==> config.mk <==
export PLATFORM = sky130hd
export DESIGN_NAME = ws2812b_pixel_sequencer
export DESIGN_NICKNAME = d
export VERILOG_FILES = /design/src/rtl/ws2812b_pkg.sv /design/src/rtl/ws2812b_pixel_sequencer_rr_arbiter.sv /design/src/rtl/ws2812b_pixel_sequencer.sv
export SDC_FILE = /design/constraint.sdc
export NUM_CORES = 1
export LEC_CHECK = 0
export BUFFER_PORTS_ARGS = -buffer_cell sky130_fd_sc_hd__buf_4
export CORE_MARGIN = 5
export CORE_UTILIZATION = 31
export DETAILED_ROUTE_END_ITERATION = 8
export HOLD_SLACK_MARGIN = 0.15
export PLACE_DENSITY = 0.55
export SYNTH_ARGS = -nofsm -noshare
export SYNTH_HDL_FRONTEND = slang
export SYNTH_SLANG_ARGS = --single-unit
export TNS_END_PERCENT = 20
==> constraint.sdc <==
create_clock -name clock -period 3.3 [get_ports clock]
set_input_delay 0.33 -clock clock [delete_from_list [all_inputs] [get_ports clock]]
set_output_delay 0.33 -clock clock [all_outputs]
set_load 0.01 [all_outputs]
==> src/rtl/ws2812b_pkg.sv <==
// Shared types and register map for the ws2812b driver and its bus sequencer.
package ws2812b_pkg;

    typedef struct packed {
        logic [7:0] g;
        logic [7:0] r;
        logic [7:0] b;
    } pixel_t;

    localparam logic [1:0] REG_COMMAND = 2'd0;
    localparam logic [1:0] REG_B       = 2'd1;
    localparam logic [1:0] REG_G       = 2'd2;
    localparam logic [1:0] REG_R       = 2'd3;

    typedef enum logic [1:0] {
        S_IDLE,
        S_ISSUE,
        S_WAIT
    } state_t;

    // Fields go out as COMMAND, R, G, B; the driver merges each colour into its buffer.
    function automatic logic [1:0] field_address(input logic [1:0] field);
        logic [1:0] addr;
        case (field)
            2'd0:    addr = REG_COMMAND;
            2'd1:    addr = REG_R;
            2'd2:    addr = REG_G;
            default: addr = REG_B;
        endcase
        return addr;
    endfunction

    function automatic logic [7:0] field_data(input logic [1:0] field,
                                              input logic [7:0] index,
                                              input pixel_t     pixel);
        logic [7:0] data;
        case (field)
            2'd0:    data = index;
            2'd1:    data = pixel.r;
            2'd2:    data = pixel.g;
            default: data = pixel.b;
        endcase
        return data;
    endfunction

endpackage

==> src/rtl/ws2812b_pixel_sequencer_rr_arbiter.sv <==
// Round-robin arbiter, search starts one past last_grant; purely combinational, zero latency.
// Backpressure: none; grant is zero when no request is present.
module rr_arbiter #(
    parameter int  N  = 2,
    localparam int IW = (N > 1) ? $clog2(N) : 1
) (
    input  logic [N-1:0]  request,
    input  logic [IW-1:0] last_grant,
    output logic [N-1:0]  grant,
    output logic [IW-1:0] grant_index
);

    int          cand;
    logic [IW-1:0] cand_idx;
    logic        found;

    always_comb begin
        grant       = '0;
        grant_index = '0;
        found       = 1'b0;
        cand        = 0;
        cand_idx    = '0;
        for (int off = 1; off <= N; off++) begin
            cand     = (int'(last_grant) + off) % N;
            cand_idx = IW'(cand);
            if (!found && request[cand_idx]) begin
                grant[cand_idx] = 1'b1;
                grant_index     = cand_idx;
                found           = 1'b1;
            end
        end
    end

endmodule

==> src/rtl/ws2812b_pixel_sequencer.sv <==
// Arbitrates pixel sources and writes COMMAND,R,G,B to the ws2812b register bus; 9 cycles/pixel with a 1-cycle driver.
// Backpressure: req_ready only in idle, one requester at a time; each write waits for reg_response or times out.
module ws2812b_pixel_sequencer
    import ws2812b_pkg::*;
#(
    parameter int  NUM_REQUESTERS = 2,
    parameter int  NUMBER_OF_LEDS = 16,
    parameter int  TIMEOUT_CYCLES = 255,
    localparam int GW             = (NUM_REQUESTERS > 1) ? $clog2(NUM_REQUESTERS) : 1
) (
    input  logic                         clock,
    input  logic                         resetn,
    input  logic [NUM_REQUESTERS-1:0]    req_valid,
    output logic [NUM_REQUESTERS-1:0]    req_ready,
    input  logic [NUM_REQUESTERS*8-1:0]  req_index,
    input  logic [NUM_REQUESTERS*24-1:0] req_pixel,
    output logic [1:0]                   reg_address,
    output logic                         reg_is_write,
    output logic                         reg_request,
    output logic [7:0]                   reg_write_data,
    input  logic                         reg_response,
    output logic                         busy,
    output logic [GW-1:0]                grant_id,
    output logic                         err_range,
    output logic                         err_timeout,
    input  logic                         error_clear
);

    localparam int          TW        = $clog2(TIMEOUT_CYCLES + 1);
    localparam logic [31:0] LED_LIMIT = NUMBER_OF_LEDS;

    state_t        state;
    logic [1:0]    field;
    logic [1:0]    next_field;
    logic [GW-1:0] last_grant;
    logic [7:0]    cur_index;
    pixel_t        cur_pixel;
    logic [TW-1:0] timer;

    logic [NUM_REQUESTERS-1:0] arb_grant;
    logic [GW-1:0]             arb_idx;
    logic [7:0]                idx_arr [NUM_REQUESTERS];
    pixel_t                    pix_arr [NUM_REQUESTERS];
    logic [7:0]                sel_index;
    pixel_t                    sel_pixel;
    logic                      accept;
    logic                      in_range;

    for (genvar i = 0; i < NUM_REQUESTERS; i++) begin : g_unpack
        assign idx_arr[i] = req_index[8*i +: 8];
        assign pix_arr[i] = req_pixel[24*i +: 24];
    end

    rr_arbiter #(
        .N (NUM_REQUESTERS)
    ) u_arbiter (
        .request     (req_valid),
        .last_grant  (last_grant),
        .grant       (arb_grant),
        .grant_index (arb_idx)
    );

    assign req_ready  = (state == S_IDLE) ? arb_grant : '0;
    assign accept     = |(req_valid & req_ready);
    assign sel_index  = idx_arr[arb_idx];
    assign sel_pixel  = pix_arr[arb_idx];
    assign in_range   = {24'd0, sel_index} < LED_LIMIT;
    assign next_field = field + 2'd1;

    always_ff @(posedge clock or negedge resetn) begin
        if (!resetn) begin
            state          <= S_IDLE;
            field          <= 2'd0;
            last_grant     <= GW'(NUM_REQUESTERS - 1);
            grant_id       <= '0;
            cur_index      <= '0;
            cur_pixel      <= '0;
            timer          <= '0;
            reg_request    <= 1'b0;
            reg_is_write   <= 1'b0;
            reg_address    <= '0;
            reg_write_data <= '0;
            busy           <= 1'b0;
            err_range      <= 1'b0;
            err_timeout    <= 1'b0;
        end else begin
            reg_request  <= 1'b0;
            reg_is_write <= 1'b0;
            // Set events below are written later and so override this clear.
            if (error_clear) begin
                err_range   <= 1'b0;
                err_timeout <= 1'b0;
            end
            case (state)
                S_IDLE: begin
                    if (accept) begin
                        grant_id   <= arb_idx;
                        last_grant <= arb_idx;
                        cur_index  <= sel_index;
                        cur_pixel  <= sel_pixel;
                        if (in_range) begin
                            field          <= 2'd0;
                            state          <= S_ISSUE;
                            busy           <= 1'b1;
                            reg_request    <= 1'b1;
                            reg_is_write   <= 1'b1;
                            reg_address    <= field_address(2'd0);
                            reg_write_data <= field_data(2'd0, sel_index, sel_pixel);
                        end else begin
                            err_range <= 1'b1;
                        end
                    end
                end
                S_ISSUE: begin
                    timer <= '0;
                    state <= S_WAIT;
                end
                S_WAIT: begin
                    if (reg_response) begin
                        if (field == 2'd3) begin
                            state <= S_IDLE;
                            busy  <= 1'b0;
                        end else begin
                            field          <= next_field;
                            state          <= S_ISSUE;
                            reg_request    <= 1'b1;
                            reg_is_write   <= 1'b1;
                            reg_address    <= field_address(next_field);
                            reg_write_data <= field_data(next_field, cur_index, cur_pixel);
                        end
                    end else if (timer == TW'(TIMEOUT_CYCLES - 1)) begin
                        // Remaining fields are abandoned; the driver keeps a partial pixel.
                        err_timeout <= 1'b1;
                        state       <= S_IDLE;
                        busy        <= 1'b0;
                    end else begin
                        timer <= timer + 1'b1;
                    end
                end
                default: begin
                    state <= S_IDLE;
                    busy  <= 1'b0;
                end
            endcase
        end
    end

endmodule

; ---- Word-level counts from Yosys, hierarchy flattened
; Cells that the tools add are included.
[totals]
out_inout_bits = 18
elab_cells = 120
mem_count = 0
ff_bits = 60
mem_bits_rw = 0
romBits = 0
latch_bits = 0
[classes]
order_cmp = 6
n_shift = 0
reduce_logical = 14
addsub = 4
mul = 0
eq_ne = 14
n_bitwise = 4
mux = 63
div = 0
[op_table]
columns = operator, count
row1 = $mux 24, 3
row2 = $mux 8, 9
row3 = $pmux 8 s2, 2
row4 = $mux 1, 27
row5 = $mux 2, 13
row6 = $pmux 8 s3, 1
row7 = $ne 2x2->1 const B, 6
row8 = $pmux 2 s3, 2
row9 = $reduce_and 5->1, 2
row10 = $add 8x1->8 const B, 1
row11 = $eq 8x8->1 const B, 1
row12 = $lt 8x5->1 const B, 1
row13 = $pmux 2 s2, 2
row14 = $eq 2x2->1 const B, 3
row15 = $ne 3x3->1 const B, 2
row16 = $reduce_and 3->1, 2
row17 = $eq 2x1->1 const B, 2
row18 = $logic_not 2->1, 2
row19 = $lt 1x2->1 const B, 2
row20 = $reduce_bool 2->1, 2
row21 = $logic_and 1x1->1, 3
row22 = $pmux 1 s3, 1
row23 = $add 1x1->1 const B, 2
row24 = $add 2x1->2 const B, 1
row25 = 11 further kinds, 13

; ---- Logic depth before layout (Yosys ltp)
; Gate-level depths: netlist (run 1).
[logic_depth]
depth_word = 15
depth_mapped = 8
mapped_depth_nobuf = 6

; ---- Modules after synthesis
; A second synthesis (run 1) with hierarchy kept.
[hier_totals]
cells_unflattened = 305
hier_area_um2 = 3129.3
[by_module_without_submodules]
columns = mod, instances, cells_per_inst, area_each_um2, seq_area_each_um2
row1 = ws2812b_pixel_sequencer, 1, 301, 3103.0, 1502.7
row2 = rr_arbiter, 1, 4, 26.3, 0.0

; ---- Worst setup path before layout (run 1)
; Ideal clock, no wire load.
[synth_timing]
kind = register to register
startpoint = register last_grant
endpoint = register reg_write_data[0]
path_buffers = 2
stages_incl_launch_ff = 7
setup_time_ns = 0.125
arrival_ns = 1.694
slack_ns = 1.481
period_less_slack_ns = 1.819
cell_sequence = dfstp_2 a21boi_1 buf_6 mux2_4 a21bo_4 buf_6 mux2_4
[synth_via]
elab_chain_len = 14
word_cells_on_any_way = 38
classes_between = add/sub: 2 / order compare: 5 / eq/ne: 2 / mux: 20 / bitwise: 3 / reduce/logical: 6
[synth_rtl]
columns = item, line_no
row1 = "start, declared", ws2812b_pixel_sequencer.sv:35  ; logic [GW-1:0] last_grant;
row2 = "start signal, assigned", ws2812b_pixel_sequencer.sv:74  ; last_grant <= GW'(NUM_REQUESTERS - 1);
row3 = "start signal, assigned", ws2812b_pixel_sequencer.sv:98  ; last_grant <= arb_idx;
row4 = $add 1x1->1, ws2812b_pixel_sequencer_rr_arbiter.sv:24  ; cand = (int'(last_grant) + off) % N;
row5 = $mux 1 (not written as such) (2 in a row), ws2812b_pixel_sequencer_rr_arbiter.sv:26  ; if (!found && request[cand_idx]) begin
row6 = $mux 1, ws2812b_pixel_sequencer_rr_arbiter.sv:26
row7 = $logic_not 1->1, ws2812b_pixel_sequencer_rr_arbiter.sv:26
row8 = $logic_and 1x1->1, ws2812b_pixel_sequencer_rr_arbiter.sv:26
row9 = $mux 1, ws2812b_pixel_sequencer_rr_arbiter.sv:26
row10 = $not 1->2 (not written as such), ws2812b_pixel_sequencer.sv:65  ; assign sel_index = idx_arr[arb_idx];
row11 = $mux 8 (not written as such) (3 in a row), ws2812b_pixel_sequencer.sv:65
row12 = $lt 8x5->1 / $mux 8 (equally long branches), "ws2812b_pixel_sequencer.sv:67, ws2812b_pixel_sequencer.sv:101"
row13 = $ne 2x2->1 (no line) / $mux 8 (equally long branches), n/a
row14 = $reduce_and 5->1 (no line) / $pmux 8 s2 (equally long branches), n/a
row15 = "end signal, assigned", ws2812b_pixel_sequencer.sv:108  ; reg_write_data <= field_data(2'd0, sel_index, sel_pixel);
row16 = "end signal, assigned", ws2812b_pixel_sequencer.sv:129  ; reg_write_data <= field_data(next_field, cur_index, cur_pixel);
row17 = "end, declared", ws2812b_pixel_sequencer.sv:20  ; output logic [7:0] reg_write_data,
; Several ways; a longest one is shown, not always the timed one. The select of a mux whose other input is x is not followed.
; A chain may end at the register's enable or synchronous reset.

; ---- Worst setup path in the final report (run 1)
[layout_timing]
startpoint = register state[1]
endpoint = output port req_ready[0]
[layout_via]
elab_chain_len = 2
[layout_rtl]
columns = item, line_no
row1 = "start, declared", ws2812b_pixel_sequencer.sv:32  ; state_t state;
row2 = "start signal, assigned", ws2812b_pixel_sequencer.sv:72  ; state <= S_IDLE;
row3 = "start signal, assigned", ws2812b_pixel_sequencer.sv:103  ; state <= S_ISSUE;
row4 = "start signal, assigned", ws2812b_pixel_sequencer.sv:116  ; state <= S_WAIT;
row5 = $logic_not 2->1, ws2812b_pixel_sequencer.sv:63  ; assign req_ready = (state == S_IDLE) ? arb_grant : '0;
row6 = $mux 2, ws2812b_pixel_sequencer.sv:63
row7 = "end, declared", ws2812b_pixel_sequencer.sv:14  ; output logic [NUM_REQUESTERS-1:0] req_ready,
; No other way between the ends.

==> run metrics, run 1 <==
Buffers on Ports 87; CTS Buffer Depth 2; number of diodes 0; share of the synthesized area in the top cell type 0.4754; CTS tree done; core area 9774 sq um; Seq/Total Area, Yosys 0.4839; P per Cell Area 779.7 nW/um^2; total CTS buffers 9; dominant synthesized flop cell dfrtp_1; Die X 110.1 microns; Comb power frac 0.383; synthesized instance count 302; P&R area growth vs syn 31.27%; launch point of the worst path state[1]; crit path capture type primary output; Req. time, crit path 2970 ps; # IOs 88; critical-path maximum fanout 46; Syn Std Cell Area 3105 sq um; top cells by count, synth 59 x dfrtp_1, 47 x o21ai_0, 36 x mux2i_1, 36 x nand2_1, 16 x inv_1; final hold viol count 0; total power 3.178 mW; Flop pwr share 0.401; worst slew pin tran 984.3 ps; Skew-Pair Late Insertion Delay 350 ps; fin area 4076 sq um; Hold Buf Count CTS 1; Vert. Die Dim 110.1 microns; Async SR Flop Fraction 1.000; initial antenna violation count 0; largest net degree at the start of global routing 61; met2 wire len 3567 microns; DR DRC count 0; RSZ-0062 raised after global routing false; 1st-iter DRT viols 100; Final setup viols 0; global route overflow 0; Detail Placement HPWL 5798 microns; number of nets in the layout 459; Hold Crit Class input port to register; ranking of synthesized cells by area dfrtp_1 48%, mux2i_1 12%, o21ai_0 7.6%; Max Freq 459.7 MHz; Post-Syn Nets 378; root buf cell clkbuf_8; VDD IR-drop max 272.9 uV; TNS Setup 0 ps; slowest CP cell dfrtp_1; post-synth top area cell dfrtp_1; Resized cells post-CTS 0; Pre-Repair DR Iteration Count 4; number of synthesized flops with an enable pin 0; vias per cell 4.787; share of power burned in the clock network 0.216; slowest stage delay, CP 440 ps; die area 12120 sq um; remaining antenna violation count 0; final-report max-slew violation count 0; Post-Route M1 WL 3739 microns; Global Route Usage Sum 0.1346; worst hold start error_clear; share of layout cells above drive strength 1 0.3093; Starting Density 0.3177; Sw Pwr 1.166 mW; critical-path cell list nor2_1 -> o21ai_4 -> nor2_1 -> buf_4; Final GP Congestion 0.7507; clock slew at reported path FFs 70 ps; min Tclk post-route 2176 ps; maxcap violations 0; CP startpoint kind register; most common cell in the netlist dfrtp_1; RR Startpoint field[0]; Cell Area, Placed 3864 sq um; mean post-synth cell area 10.28 sq um; Final Cycle Share 0.6593; wire length per cell 15.08 microns; sw frac 0.3670; Critical Path Most Common Cell nor2_1; status finished, final reports clean; Worst Path Arrival 1850 ps; Yosys Warn Count 0; synth unique cells 44; first-pass GRT wire length 12440 microns; flops & latches, synth 60; uppermost layer routed met4; FP Rows 36; Slew HR 0.3413; Post-Route WL 7856 microns; met3 WL 420 microns; Setup Fix Bufs, Post-CTS 0; kind of critical path register to primary output; vias in the first global route 2439; Internal Power 2.012 mW; Clock Skews 7.592 ps; leakage 1.888 nW; routed vias 2494; CTS Sinks 60; H-tree lvl count 3
==> through the flow <==
step / worst slack [ps] / hold slack, ps / std cells / utilization
after floorplan: 1481 / 34.41 / 302 / -
after global routing: 967.0 / 194.8 / 521 / 0.4171
final: 1124 / 169.2 / 521 / 0.4171
after CTS: 1080 / 167.4 / 521 / 0.4171
after global placement: 1238 / 463.4 / 504 / 0.3953
after detailed placement: 1216 / 465.2 / 504 / 0.3953
==> cell usage in the layout, fill, tap and decap left out, types with 2 or more instances in the layout <==
| cell | instances |
|---|---|
| a22oi_1 | 8 |
| mux2_4 | 6 |
| nand2b_1 | 2 |
| mux2_2 | 3 |
| a31oi_1 | 2 |
| and3_1 | 3 |
| a221o_1 | 8 |
| inv_1 | 16 |
| nor2_1 | 5 |
| nor4_1 | 2 |
| ha_1 | 6 |
| clkbuf_8 | 11 |
| xnor2_1 | 3 |
| buf_4 | 90 |
| o21ai_0 | 46 |
| dfrtp_1 | 59 |
| mux2i_1 | 36 |
| a2111oi_0 | 2 |
| a21oi_1 | 11 |
| nand2_1 | 36 |
| nor2b_1 | 2 |
| nand3_1 | 5 |
| clkinv_2 | 2 |
==> path summary, 6_finish.rpt <==
kind | endpoint | slack [ps] | depth (start not counted)
worst max register to register | reg_write_data[6] | 1360 | 4
max in group asynchronous | cur_pixel[15] | 2210 | 2
min in group asynchronous | timer[2] | 610 | 2
worst max-delay path | req_ready[0] | 1120 | 4
worst min register to register | cur_pixel[7] | 480 | 2
worst min-delay path | err_timeout | 170 | 2
==> logic make-up (layout without fill, tap and decap cells) <==
logic type | after synthesis | in the layout | synth area share
buf+inv | 37 | 123 | 0.05358
flops | 60 | 60 | 0.4839
fa+ha+maj | 6 | 6 | 0.02417
compound gates | 90 | 90 | 0.1821
mux | 45 | 45 | 0.1559
xor+xnor | 3 | 3 | 0.008462
simple gates | 61 | 61 | 0.09186
==> power groups by stage <==
stage	logic (mW)	clock network [mW]	registers, mW
floorplan	0.787	0	1.26
global placement	1.22	0	1.28
detailed placement	1.24	0	1.29
CTS	1.24	0.699	1.28
global route	1.38	0.733	1.31
finish	1.22	0.686	1.28
==> critical path, delay by kind of cell (launching register included) <==
| kind | cells | cell delay [ps] |
|---|---|---|
| AOI/OAI and AO/OA | 1 | 350 |
| and+or+nand+nor | 2 | 550 |
| DFF | 1 | 440 |
| buffers and inverters | 1 | 140 |
==> final cells by class <==
type / count / area, sq um
Inverter: 16 / 60.06
Tap cell: 133 / 166.4
Clock inverter: 4 / 47.55
Timing Repair Buffer: 91 / 685.7
Sequential cell: 60 / 1503
Multi-Input combinational cell: 205 / 1459
Clock buffer: 12 / 155.1
Fill cell: 967 / 5698
==> sequential cells by signal, indices dropped and copies added (netlist names) <==
signal / count
err_timeout: 1
field: 2
timer: 8
last_grant: 1
reg_request: 1
grant_id: 1
cur_index: 8
cur_pixel: 24
reg_write_data: 8
reg_address: 2
state: 2
err_range: 1
busy: 1
==> routing by layer <==
layer	vias to the layer above	track usage
met2	69	0.1937
met5	-	0
met4	0	0.06157
li1	1242	-
met1	1172	0.1945
met3	11	0.02621
No activity file was read; power rests on OpenSTA's default activity.
==> run 2, diff against run 1 <==
PLACE_DENSITY = 0.57   (was 0.55)
clock period = 2 ns   (was 3.3 ns; I/O delays follow)
==> run metrics, run 2 (synthesis gave the netlist of run 1 again) <==
clock slew at reported path FFs 70 ps (about the same); TNS Setup 0 ps (unchanged); number of nets in the layout 470 (+2.4%); routed vias 2550 (+2.2%); Final setup viols 0 (unchanged); share of layout cells above drive strength 1 0.3090 (about the same); status finished, final reports clean; Die X 110.1 microns (unchanged); first-pass GRT wire length 13160 microns (+5.8%); Pre-Repair DR Iteration Count 4 (unchanged); multi-input logic area 1459 sq um (unchanged); core area 9774 sq um (unchanged); Starting Density 0.3177 (unchanged); vias per cell 4.802 (+0.32%); final-report max-slew violation count 0 (unchanged); crit path capture type primary output; post-layout util 0.4324 (+0.01536); CTS Sinks 60 (unchanged); Final Cycle Share 0.9160; remaining antenna violation count 0 (unchanged); leakage 1.955 nW (+3.5%); 1st-iter DRT viols 131 (+31%); Clock Skews 15.26 ps (+7.665 ps); root buf cell clkbuf_8; Hold Crit Class input port to register; Detail Placement HPWL 5933 microns (+2.3%); total CTS buffers 9 (unchanged); largest net degree at the start of global routing 61 (unchanged); die area 12120 sq um (unchanged); vias in the first global route 2574 (+5.5%); CP startpoint kind register; worst slew pin tran 787.5 ps (-196.8 ps); number of diodes 0 (unchanged); DR DRC count 0 (unchanged); # IOs 88 (unchanged); min Tclk post-route 1832 ps; initial antenna violation count 0 (unchanged); met1 Use GR 0.1993 (+0.004771); kind of critical path register to primary output; Final GP Congestion 0.7191 (-4.2%); Worst Path Arrival 1630 ps (-220 ps); most frequent cells in the layout 91 x buf_4, 59 x dfrtp_1, 46 x o21ai_0; final hold viol count 0 (unchanged); met3 Usage GRT 0.03669 (+0.01048); CTS Buffer Depth 2 (unchanged); FP Rows 36 (unchanged); Vert. Die Dim 110.1 microns (unchanged); Most Used Layer, Global Route met2; Global Route Usage Sum 0.1415 (+0.006904); commonest non-fill, non-tap cell in the layout buf_4; global route overflow 0 (unchanged); Skew-Pair Late Insertion Delay 330 ps (-20 ps); Resized cells post-CTS 0 (unchanged); most flop-heavy register cur_pixel; Sequential cell area 1503 sq um (unchanged); RSZ-0062 raised after global routing false; Setup Fix Bufs, Post-CTS 0 (unchanged); VDD IR-drop max 435.8 uV (+60%); Slew HR 0.4750 (+0.1337); FILL cells 966 (-0.10%); Buffers on Ports 87 (unchanged); Max Freq 545.8 MHz; H-tree lvl count 3 (unchanged); met2 global-route usage 0.2153 (+0.02166); worst reg-to-reg setup slack 180 ps (-1180 ps); maxcap violations 0 (unchanged); P&R area growth vs syn 36.10%; CTS tree done; wire length per cell 15.17 microns (+0.59%); Largest register FFs 24 (unchanged); Req. time, crit path 1800 ps (-1170 ps); P per Cell Area 1292 nW/um^2 (+66%); critical-path maximum fanout 32 (-30%); Post-Route WL 8054 microns (+2.5%)
[run 2: worst paths after layout]
kind                         startpoint           endpoint  cells after the start
max                            state[1]       req_ready[0]                      5
min                        req_pixel[0]       cur_pixel[0]                      3
max reg2reg                    field[0]  reg_write_data[5]                      6
min reg2reg                cur_pixel[5]       cur_pixel[5]                      2
max in group asynchronous        resetn       cur_index[4]                      2
min in group asynchronous        resetn           state[0]                      2
[run 2: what timing repair did]
item,4_1_cts,5_1_grt
setup endpoints to repair,0,0
hold buffers,8,0
endpoints found under the hold margin,65,0
[run 2: power breakdown]
part	total (mW)	leakage, nW	internal [mW]	switching, mW
combinational	2.14	1.10	1.03	1.11
clock	1.21	0.109	0.730	0.477
sequential	2.11	0.747	1.75	0.364
total	5.46	1.95	3.51	1.95
[run 2: cell type report]
| cell class | instances | share of cell area |
|---|---|---|
| inverters | 16 | 0.01421 |
| well taps | 133 | 0.03937 |
| multi-input cells | 205 | 0.3452 |
| flip-flops and latches | 60 | 0.3555 |
| clock buffers | 11 | 0.03345 |
| clock inverters | 4 | 0.01747 |
| repair buffers | 102 | 0.1948 |
[run 2: stage by stage]
stage          hold WS [ps]  total power, mW  cells  worst slack, ps  cell area, sq um
3_5_place_dp          338.3            4.288    508            195.1              3931
4_1_cts               150.1            5.518    531            144.7              4227
6_report              157.9            5.459    531            168.0              4227
3_3_place_gp          337.7            4.228    508            230.8              3931
5_1_grt               152.7            5.897    531            17.41              4227
2_1_floorplan        -95.59            3.375    302            180.6              3105
[run 2: critical path, stage by stage (launching register included)]
cell and delay, ps:
dfrtp_1 450, nor2_1 180, buf_4 160, o21ai_4 200, nor2_1 170, buf_4 130
[run 2: layer usage]
metal,wire length (microns),part of all wire
met5,0,0
met4,89,0.011
met3,369,0.046
met2,3738,0.46
met1,3856,0.48
